==> src/rtl/usb_wire_access_sched.sv <==
// -----------------------------------------------------------------------------
// usb_wire_access_sched
//
// Arbitrates ownership of the USB wire between the SIE packet transmitter and
// the line-state signaller (reset/resume/keep-alive), and tracks the receive
// side so that no transmitter is granted while the wire is busy or before the
// bus turnaround gap has elapsed. After a packet that expects a response, it
// arms the wire reader's no-activity timeout and reports a response timeout.
//
// Parameters
//   FS_OVER_SAMPLE_RATE : clk cycles per full-speed USB bit
//   LS_OVER_SAMPLE_RATE : clk cycles per low-speed USB bit
//   TURNAROUND_BITS     : idle bit periods required before any TX grant
//
// Ports
//   clk                     : clock, rising edge
//   rst                     : asynchronous reset, active-low
//   fullSpeedRate           : 1 = full-speed bit timing, 0 = low-speed
//   sieTxReq / sieTxGnt     : SIE transmitter level request / grant
//   sieTxDone               : 1-cycle pulse, end of SIE packet
//   expectResp              : sampled with sieTxDone, response expected
//   ctrlTxReq / ctrlTxGnt   : line-state signaller level request / grant
//   ctrlTxDone              : 1-cycle pulse, end of signalling
//   RxWireActive            : receive activity from the wire reader
//   noActivityTimeOut       : timeout pulse from the wire reader
//   TxWireActiveDrive       : 1 while a transmitter owns the wire
//   noActivityTimeOutEnable : enables the reader's timeout counter
//   respTimeOut             : 1-cycle pulse, expected response never started
// -----------------------------------------------------------------------------
module usb_wire_access_sched #(
    parameter int FS_OVER_SAMPLE_RATE = 4,
    parameter int LS_OVER_SAMPLE_RATE = 32,
    parameter int TURNAROUND_BITS     = 2
) (
    input  logic clk,
    input  logic rst,
    input  logic fullSpeedRate,
    input  logic sieTxReq,
    output logic sieTxGnt,
    input  logic sieTxDone,
    input  logic expectResp,
    input  logic ctrlTxReq,
    output logic ctrlTxGnt,
    input  logic ctrlTxDone,
    input  logic RxWireActive,
    input  logic noActivityTimeOut,
    output logic TxWireActiveDrive,
    output logic noActivityTimeOutEnable,
    output logic respTimeOut
);

    localparam int unsigned FS_GAP = TURNAROUND_BITS * FS_OVER_SAMPLE_RATE;
    localparam int unsigned LS_GAP = TURNAROUND_BITS * LS_OVER_SAMPLE_RATE;

    typedef enum logic [2:0] {
        IDLE,
        SIE_TX,
        CTRL_TX,
        RESP_WAIT,
        RX_BUSY
    } state_t;

    state_t     state;
    state_t     next_state;
    logic [7:0] gap_cnt;
    logic       gap_ok;
    logic       last_gnt_ctrl;   // 1 = ctrl won the last grant, so sie is favoured next
    logic       timeout_hit;
    logic       tx_state;

    assign tx_state = (state == SIE_TX) || (state == CTRL_TX);

    // The rate select is read combinationally so a change takes effect at the
    // very next gap evaluation without disturbing the state machine.
    always_comb begin
        if (fullSpeedRate) begin
            gap_ok = (32'(gap_cnt) >= FS_GAP);
        end else begin
            gap_ok = (32'(gap_cnt) >= LS_GAP);
        end
    end

    // Idle-gap counter: cleared by any wire activity (ours or the far end's),
    // saturating so a long-idle bus always satisfies the turnaround.
    always_ff @(posedge clk or negedge rst) begin
        if (!rst) begin
            gap_cnt <= 8'hff;
        end else if (RxWireActive || tx_state) begin
            gap_cnt <= 8'h00;
        end else if (gap_cnt != 8'hff) begin
            gap_cnt <= gap_cnt + 8'h01;
        end
    end

    always_comb begin
        next_state  = state;
        timeout_hit = 1'b0;
        case (state)
            IDLE: begin
                if (RxWireActive) begin
                    next_state = RX_BUSY;
                end else if (gap_ok) begin
                    if (sieTxReq && ctrlTxReq) begin
                        next_state = last_gnt_ctrl ? SIE_TX : CTRL_TX;
                    end else if (sieTxReq) begin
                        next_state = SIE_TX;
                    end else if (ctrlTxReq) begin
                        next_state = CTRL_TX;
                    end
                end
            end
            // A grant is held until its own done pulse; request drops and the
            // other requester's done pulse are deliberately ignored.
            SIE_TX: begin
                if (sieTxDone) begin
                    next_state = expectResp ? RESP_WAIT : IDLE;
                end
            end
            CTRL_TX: begin
                if (ctrlTxDone) begin
                    next_state = IDLE;
                end
            end
            // Receive activity wins over a coincident timeout: the response
            // did start, so no timeout is reported.
            RESP_WAIT: begin
                if (RxWireActive) begin
                    next_state = RX_BUSY;
                end else if (noActivityTimeOut) begin
                    next_state  = IDLE;
                    timeout_hit = 1'b1;
                end
            end
            RX_BUSY: begin
                if (!RxWireActive) begin
                    next_state = IDLE;
                end
            end
            default: begin
                next_state = IDLE;
            end
        endcase
    end

    always_ff @(posedge clk or negedge rst) begin
        if (!rst) begin
            state <= IDLE;
        end else begin
            state <= next_state;
        end
    end

    always_ff @(posedge clk or negedge rst) begin
        if (!rst) begin
            last_gnt_ctrl <= 1'b0;
        end else if (state == IDLE) begin
            if (next_state == SIE_TX) begin
                last_gnt_ctrl <= 1'b0;
            end else if (next_state == CTRL_TX) begin
                last_gnt_ctrl <= 1'b1;
            end
        end
    end

    // Outputs are registered from the next state so they line up exactly with
    // the state register and drop asynchronously on reset.
    always_ff @(posedge clk or negedge rst) begin
        if (!rst) begin
            sieTxGnt                <= 1'b0;
            ctrlTxGnt               <= 1'b0;
            TxWireActiveDrive       <= 1'b0;
            noActivityTimeOutEnable <= 1'b0;
            respTimeOut             <= 1'b0;
        end else begin
            sieTxGnt                <= (next_state == SIE_TX);
            ctrlTxGnt               <= (next_state == CTRL_TX);
            TxWireActiveDrive       <= (next_state == SIE_TX) || (next_state == CTRL_TX);
            noActivityTimeOutEnable <= (next_state == RESP_WAIT);
            respTimeOut             <= timeout_hit;
        end
    end

endmodule

==> config.mk <==
export PLATFORM = sky130hd
export DESIGN_NAME = usb_wire_access_sched
export DESIGN_NICKNAME = d
export VERILOG_FILES = /design/src/rtl/usb_wire_access_sched.sv
export SDC_FILE = /design/constraint.sdc
export NUM_CORES = 1
export LEC_CHECK = 0
export ABC_AREA = 1
export CAP_MARGIN = 5
export CORE_MARGIN = 5
export CORE_UTILIZATION = 52
export CTS_CLUSTER_DIAMETER = 50
export DETAILED_ROUTE_END_ITERATION = 8
export GPL_ROUTABILITY_DRIVEN = 0
export PLACE_DENSITY_LB_ADDON = 0.08
export SETUP_SLACK_MARGIN = 0.1
export SLEW_MARGIN = 20
export SYNTH_ARGS = -nofsm -noshare
export SYNTH_HDL_FRONTEND = slang
export SYNTH_SLANG_ARGS = --single-unit
export TNS_END_PERCENT = 10
==> constraint.sdc <==
create_clock -name clk -period 2.01 [get_ports clk]
set_clock_uncertainty 0.1 [all_clocks]
set_input_delay 0.5025 -clock clk [delete_from_list [all_inputs] [get_ports clk]]
set_output_delay 0.5025 -clock clk [all_outputs]
set_load 0.05 [all_outputs]
Word-level counts from Yosys, hierarchy flattened
Index checks and enable logic that the tools add are counted.
- $add $sub $neg: 1
- magnitude comparators: 2
- equal/unequal tests: 8
- muxes and demuxes: 21
- reduce and logical (&&, ||, !) cells: 8
- operators by type and width (kind ; number):
    $mux W3 ; 10
    $mux W8 ; 2
    $pmux W3 S5 ; 1
    $eq A3 B2 Y1 const B ; 4
    $add A8 B1 Y8 const B ; 1
    $ge A8 B4 Y1 const B ; 1
    $ge A8 B7 Y1 const B ; 1
    $ne A8 B8 Y1 const B ; 1
    $eq A3 B1 Y1 const B ; 2
    $mux W1 ; 6
    $mux W2 ; 2
    $reduce_bool A2 Y1 ; 2
    $eq A3 B3 Y1 const B ; 1
    $logic_not A3 Y1 ; 1
    $logic_or A1 B1 Y1 ; 3
    $reduce_and A2 Y1 ; 1
    $logic_and A1 B1 Y1 ; 1
- register bits after elaboration: 17
- output and inout port bits: 5
- word-level logic and storage cells: 48

Longest topological paths before layout
Gate-level depths: netlist of the first run.
- depth after elaboration: 9
- mapped depth: 10
- mapped depth without buffers: 10

Worst setup path after synthesis of the first run
No wires, ideal clock.
- path kind: register to register
- start: register gap_cnt[0]
- end: register gap_cnt[0]
- library setup time: 0.069 ns
- data arrival time: 1.344 ns
- setup slack: 0.498 ns
- stages on the path, launching flop included: 7
- path through: dfstp_2 ha_1 nand3_2 or2_4 nor2_2 inv_2 o21ai_2
- cells in the longest elaborated chain, start to end: 3
- elaborated cells between the ends (all ways): 5
- RTL lines (element ; line ; RTL):
    start, declared ; 65 ; logic [7:0] gap_cnt;
    start signal, assigned ; 91 ; gap_cnt <= gap_cnt + 8'h01;
    $add A8 B1 Y8 ; 91 ;
    $mux W8 ; 90 ; end else if (gap_cnt != 8'hff) begin
    $mux W8 ; 88 ; end else if (RxWireActive || tx_state) begin
Several ways; a longest one is shown, not always the timed one. The select of a mux whose other input is x is not followed.
A chain may end at the register's enable or synchronous reset.

Worst setup path in the final report of the first run
- start: register gap_cnt[0]
- end: register gap_cnt[3]
The elaborated chain is that of the path after synthesis.

==> results of run 1 <==
[layer usage]
metal  wire (µm)  vias to the layer above  global-route usage
li1            -                      443                   -
met4          19                        0              0.0383
met5           0                        -                   0
met2         898                       14               0.245
met3          86                        2              0.0388
met1         933                      392               0.216
[where the power goes]
group	total (mW)	switching (mW)	internal [mW]
clock network	0.186	0.112	0.0741
logic	0.0681	0.0361	0.0320
registers	0.366	0.0105	0.355
total	0.620	0.158	0.462
[layout by cell type, fill, tap and decap left out, drive strengths merged, types with 2 or more instances in the layout]
master / count
a21oi: 8
nor3: 4
clkbuf: 3
dfstp: 8
nand3: 13
clkdlybuf4s50: 9
or2: 2
inv: 24
o21ai: 7
nand4: 3
dfrtp: 9
buf: 7
ha: 2
nand2: 31
nor2: 13
[cell families (layout without fill, tap and decap cells)]
| kind of cell | Yosys count | in the layout |
|---|---|---|
| xor+xnor | 2 | 2 |
| simple gates | 67 | 67 |
| fa+ha+maj | 2 | 2 |
| flops | 17 | 17 |
| buf+inv | 24 | 44 |
| compound gates | 16 | 16 |
[worst min path at each step]
| stage | start | to | slack [ns] | cells past startpoint |
|---|---|---|---|---|
| 2_1_floorplan | rst | TxWireActiveDrive | 0.11 | 0 |
| 3_3_place_gp | gap_cnt[7] | gap_cnt[7] | 0.39 | 2 |
| 3_5_place_dp | gap_cnt[7] | gap_cnt[7] | 0.39 | 2 |
| 4_1_cts | rst | ctrlTxGnt | 0.41 | 2 |
| 5_1_grt | rst | ctrlTxGnt | 0.42 | 2 |
| 6_report | rst | ctrlTxGnt | 0.41 | 2 |
[sequential cells by signal, indices dropped and copies added (netlist names)]
register                 count
TxWireActiveDrive            1
gap_cnt                      8
last_gnt_ctrl                1
ctrlTxGnt                    1
respTimeOut                  1
noActivityTimeOutEnable      1
sieTxGnt                     1
state                        3
[final cells by class]
class	count	area, µm²
Fill cell	174	572
Clock inverter	1	5.00
Timing Repair Buffer	16	143
Sequential cell	17	435
Tap cell	25	31.3
Multi-Input combinational cell	87	465
Inverter	24	90.1
Clock buffer	3	22.5
==> flow_summary.ini, run 1 <==
[logic_synthesis]
ys_seq_area_frac = 0.439
synthCells = 128
synth_xor_area_frac = 0.0177
synthMuxAreaShare = 0
synth_top_cell_by_area = dfrtp_1
synth_compound_area_frac = 0.0909
yosysWarnings = 0
synth-main-ff-cell = dfrtp_1
netlist_area_um2 = 991
ys_top_cells_by_area = dfrtp_1 23%, dfstp_2 21%, nand2_1 9.8%
synth_fa_ha_area_frac = 0.0253
yosys-top-cells-count = 26 x nand2_1, 17 x inv_1, 12 x nor2_1, 11 x nand3_1, 9 x dfrtp_1
ys_ff_latch = 17
synth_fp_nets = 140
synth_async_sr_flop_share = 1.00
synth.avg_cell_area_um2 = 7.74
yosysMostFrequentCell = nand2_1
synth_edf_count = 0
synthSimpleGateAreaFrac = 0.336
yosysUniqueCellTypes = 25
synth_top_area_frac = 0.227
synth_top_family_by_area = simple AND/OR/NAND/NOR gates

[timing]
min_period_ns = 1.64
finalSetupViolCount = 0
maxSlewViolCount = 0
slew_headroom = 0.858
rsz0062_at_grt = no
tightest_slew_ns = 0.212
finalCritPeriodShare = 0.816
tns_ns = 0
max_freq_ghz = 0.610
setup_ws_ns = 0.370
holdWs_ns = 0.409
finalHoldViolations = 0

[worst_setup_path]
cp_num_buf_inv = 0
worstSetupPathDepth = 6
max_stage_delay_ns = 0.57
startpoint_type = flop
r2r_end = gap_cnt[3]
path_max_fanout = 4
slowest_stage = dfstp_2
ff2ff_path_depth = 6
worstPathRequired_ns = 2.14
endpoint = gap_cnt[3]
path_delay_family = simple AND/OR/NAND/NOR gates
crit_start = gap_cnt[0]
rrSetupSlack_ns = 0.37
crit_type = reg2reg
critPathArrivalTime_ns = 1.77
end_kind = flop
rr_startpoint = gap_cnt[0]
cp_cell_sequence = ha_1, nand3_2, nor2_1, nand3_1, nand3b_1, a21oi_1

[floorplan]
initial_core_util = 0.562
die_h_um = 53.7
die-area_um2 = 2880
die_w_um = 53.7
core_um2 = 1760
pin_count = 15
rows = 15

[grt]
grt_antenna_before_repair = 0
grt.overflow.total = 0
grt_pass1_wl_mm = 3.31
gr-usage-all-layers = 0.156
grt_max_degree = 18
grt_pass1_vias = 776

[place]
placed_cell_area_um2 = 1160
place_ws_ns = 0.0846
dp.cells = 169
portBuffers = 14
dp_hpwl_mm = 1.54

[worst_hold_path]
hp-class = in2async

[cts]
cts.repair.resized = 0
cts.path.max_buffers = 2
insertion_delay_ns = 0.29
clkTransAtPathRegs_ns = 0.10
cts_buffers = 3
ctsHtreeMaxLevel = 1
clock_sink_count = 17
hold_buffers = 0
cts_setup_buffers = 0
root_buffer = clkbuf_4
tritoncts = yes

[routing]
vias = 851
drtIter0Drc = 24
wl_mm = 1.94
wl_per_cell_um = 11.2
ant_nets = 0
vias_per_cell = 4.92
dr.pass1.iters = 4
drc_errors = 0

[layout]
final_util = 0.676
nNetsFinal = 161
drive_above_1_share = 0.270
fin_area_um2 = 1190
fin_cells = 173
synthToLayoutAreaGrowth_pct = 20.3
diodes = 0

[flow_run]
drv_cap = 0

[power]
cellPowerDensity_nw_per_um2 = 520
p_leak_nw = 0.593
ir_drop_mv = 0.444
finalPower_mw = 0.620

[outcome]
outcome = finished, final reports clean
(Power assumes the default switching activity.)
==> run 2, diff against run 1 <==
--- a/config.mk
+++ b/config.mk
@@ -8,7 +8,7 @@
 export ABC_AREA = 1
 export CAP_MARGIN = 5
 export CORE_MARGIN = 5
-export CORE_UTILIZATION = 52
+export CORE_UTILIZATION = 47
 export CTS_CLUSTER_DIAMETER = 50
 export DETAILED_ROUTE_END_ITERATION = 8
 export GPL_ROUTABILITY_DRIVEN = 0
==> constraint.sdc (replaced) <==
create_clock -name clk -period 1.45 [get_ports clk]
set_clock_uncertainty 0.1 [all_clocks]
set_input_delay 0.3625 -clock clk [delete_from_list [all_inputs] [get_ports clk]]
set_output_delay 0.3625 -clock clk [all_outputs]
set_load 0.05 [all_outputs]
==> run 2 against run 1 <==
Compared with the run above:
- the run now ends with setup timing left
- critical endpoint is now gap_cnt[0]
- clock power increased by 44%
- highest routed layer is now met3
- power increased by 44%
- critical path depth unchanged
==> flow_summary.ini, run 2 (synthesis gave the netlist of run 1 again) <==
[floorplan]
die_w_um = 55.9
die_h_um = 55.9
rows = 16
core_um2 = 1980
initial_core_util = 0.500
pin_count = 15
die-area_um2 = 3130

[layout]
largest-register = gap_cnt
drive_above_1_share = 0.398
largest_register_ffs = 8
fin_cells = 188
layout_common_cells = 25 x nand2_1, 16 x inv_1, 15 x buf_4
synthToLayoutAreaGrowth_pct = 43.4
fin_area_um2 = 1420
nNetsFinal = 174
diodes = 0
fillers = 139
largest_registers = gap_cnt (8), state (3)
final_util = 0.717
final_common_cell = nand2_1

[routing]
wl_per_cell_um = 11.0
wl_mm = 2.07
drc_errors = 0
drtIter0Drc = 21
vias = 912
ant_nets = 0
dr.pass1.iters = 5
vias_per_cell = 4.85

[worst_setup_path]
rr_startpoint = gap_cnt[1]
crit_type = reg2reg
worstPathRequired_ns = 1.58
critPathArrivalTime_ns = 1.61
end_kind = flop
r2r_end = gap_cnt[0]
startpoint_type = flop
rrSetupSlack_ns = -0.03
path_max_fanout = 5
ff2ff_path_depth = 6

[grt]
grt_antenna_before_repair = 0
grt_pass1_wl_mm = 3.66
gr-usage-all-layers = 0.143
grt.overflow.total = 0
grt_max_degree = 18
grt_pass1_vias = 890

[timing]
finalCritPeriodShare = 1.02
rsz0062_at_grt = yes
setup_ws_ns = -0.0308
holdWs_ns = 0.279
finalHoldViolations = 0
finalSetupViolCount = 3
tns_ns = -0.0737
max_freq_ghz = 0.675
maxSlewViolCount = 0
slew_headroom = 0.826
tightest_slew_ns = 0.260
min_period_ns = 1.48

[flow_run]
drv_cap = 0

[power]
p_int_mw = 0.655
power_switching_mw = 0.240
pwr-share-clk = 0.299
power_frac_seq = 0.567
p_sw_frac = 0.268
p_leak_nw = 0.684
comb_power_share = 0.134
ir_drop_mv = 0.951
cellPowerDensity_nw_per_um2 = 630

[cts]
root_buffer = clkbuf_4
cts.path.max_buffers = 2
hold_buffers = 0
clkTransAtPathRegs_ns = 0.11
insertion_delay_ns = 0.29
clock_sink_count = 17
cts_buffers = 3
ctsHtreeMaxLevel = 1
tritoncts = yes

[place]
portBuffers = 14
dp_hpwl_mm = 1.63
placed_cell_area_um2 = 1340
dp.cells = 183

[worst_hold_path]
hp-class = in2async

[outcome]
violations = setup timing
outcome = finished, violations left
-- run 2: cell count changes in the layout (fill, tap and decap cells not counted), moves of 2 or more --
cell / delta
nor2_1: -3
nand3_1: -2
buf_4: +8
buf_12: +5
nor2_2: +2
-- run 2: critical path, stage by stage (launching register included) --
cell,delay (ns)
dfstp_2,0.57
ha_4,0.16
nand3_4,0.07
or2_4,0.27
nor2_4,0.09
inv_2,0.06
o21ai_2,0.11
-- run 2: through the flow --
stage | setup slack (ns) | power, mW
after floorplan | 0.0302 | 0.562
after global placement | -0.251 | 0.627
after detailed placement | -0.324 | 0.630
after CTS | -0.0506 | 0.892
after global routing | -0.118 | 0.943
final | -0.0308 | 0.895
-- run 2: per-layer routing --
metal | up-vias | part of all wire | GRT usage
li1 | 473 | - | -
met1 | 423 | 0.49 | 0.204
met3 | 0 | 0.050 | 0.0394
met4 | 0 | 0 | 0.0339
met2 | 16 | 0.46 | 0.216
met5 | - | 0 | 0
-- run 2: area by class of cell --
| cell class | count | area (µm²) | share of cell area |
|---|---|---|---|
| multi-input cells | 87 | 529 | 0.372 |
| flip-flops and latches | 17 | 435 | 0.306 |
| repair buffers | 29 | 305 | 0.215 |
| inverters | 24 | 90.1 | 0.0634 |
| well taps | 27 | 33.8 | 0.0238 |
| clock buffers | 3 | 22.5 | 0.0158 |
| clock inverters | 1 | 5.00 | 0.00352 |
-- run 2: power groups by stage --
stage	clock [mW]	sequential, mW	combinational [mW]
floorplan	0	0.515	0.0467
global placement	0	0.515	0.112
detailed placement	0	0.515	0.115
CTS	0.269	0.507	0.115
global route	0.300	0.510	0.133
finish	0.268	0.507	0.120
-- run 2: worst max path at each step --
stage | depth (start not counted) | endpoint | from
global route | 6 | gap_cnt[3] | gap_cnt[1]
CTS | 6 | gap_cnt[0] | gap_cnt[1]
global placement | 10 | TxWireActiveDrive | ctrlTxReq
detailed placement | 10 | TxWireActiveDrive | ctrlTxReq
floorplan | 6 | gap_cnt[0] | gap_cnt[1]
finish | 6 | gap_cnt[0] | gap_cnt[1]
-- run 2: what timing repair did --
| item | in CTS | in global routing |
|---|---|---|
| gates cloned | 0 | 0 |
| endpoints found under the hold margin | 0 | 0 |
| resized for setup | 1 | 11 |
| pin swaps | 0 | 6 |
| endpoints found under the setup margin | 14 | 20 |
| setup buffers | 0 | 1 |
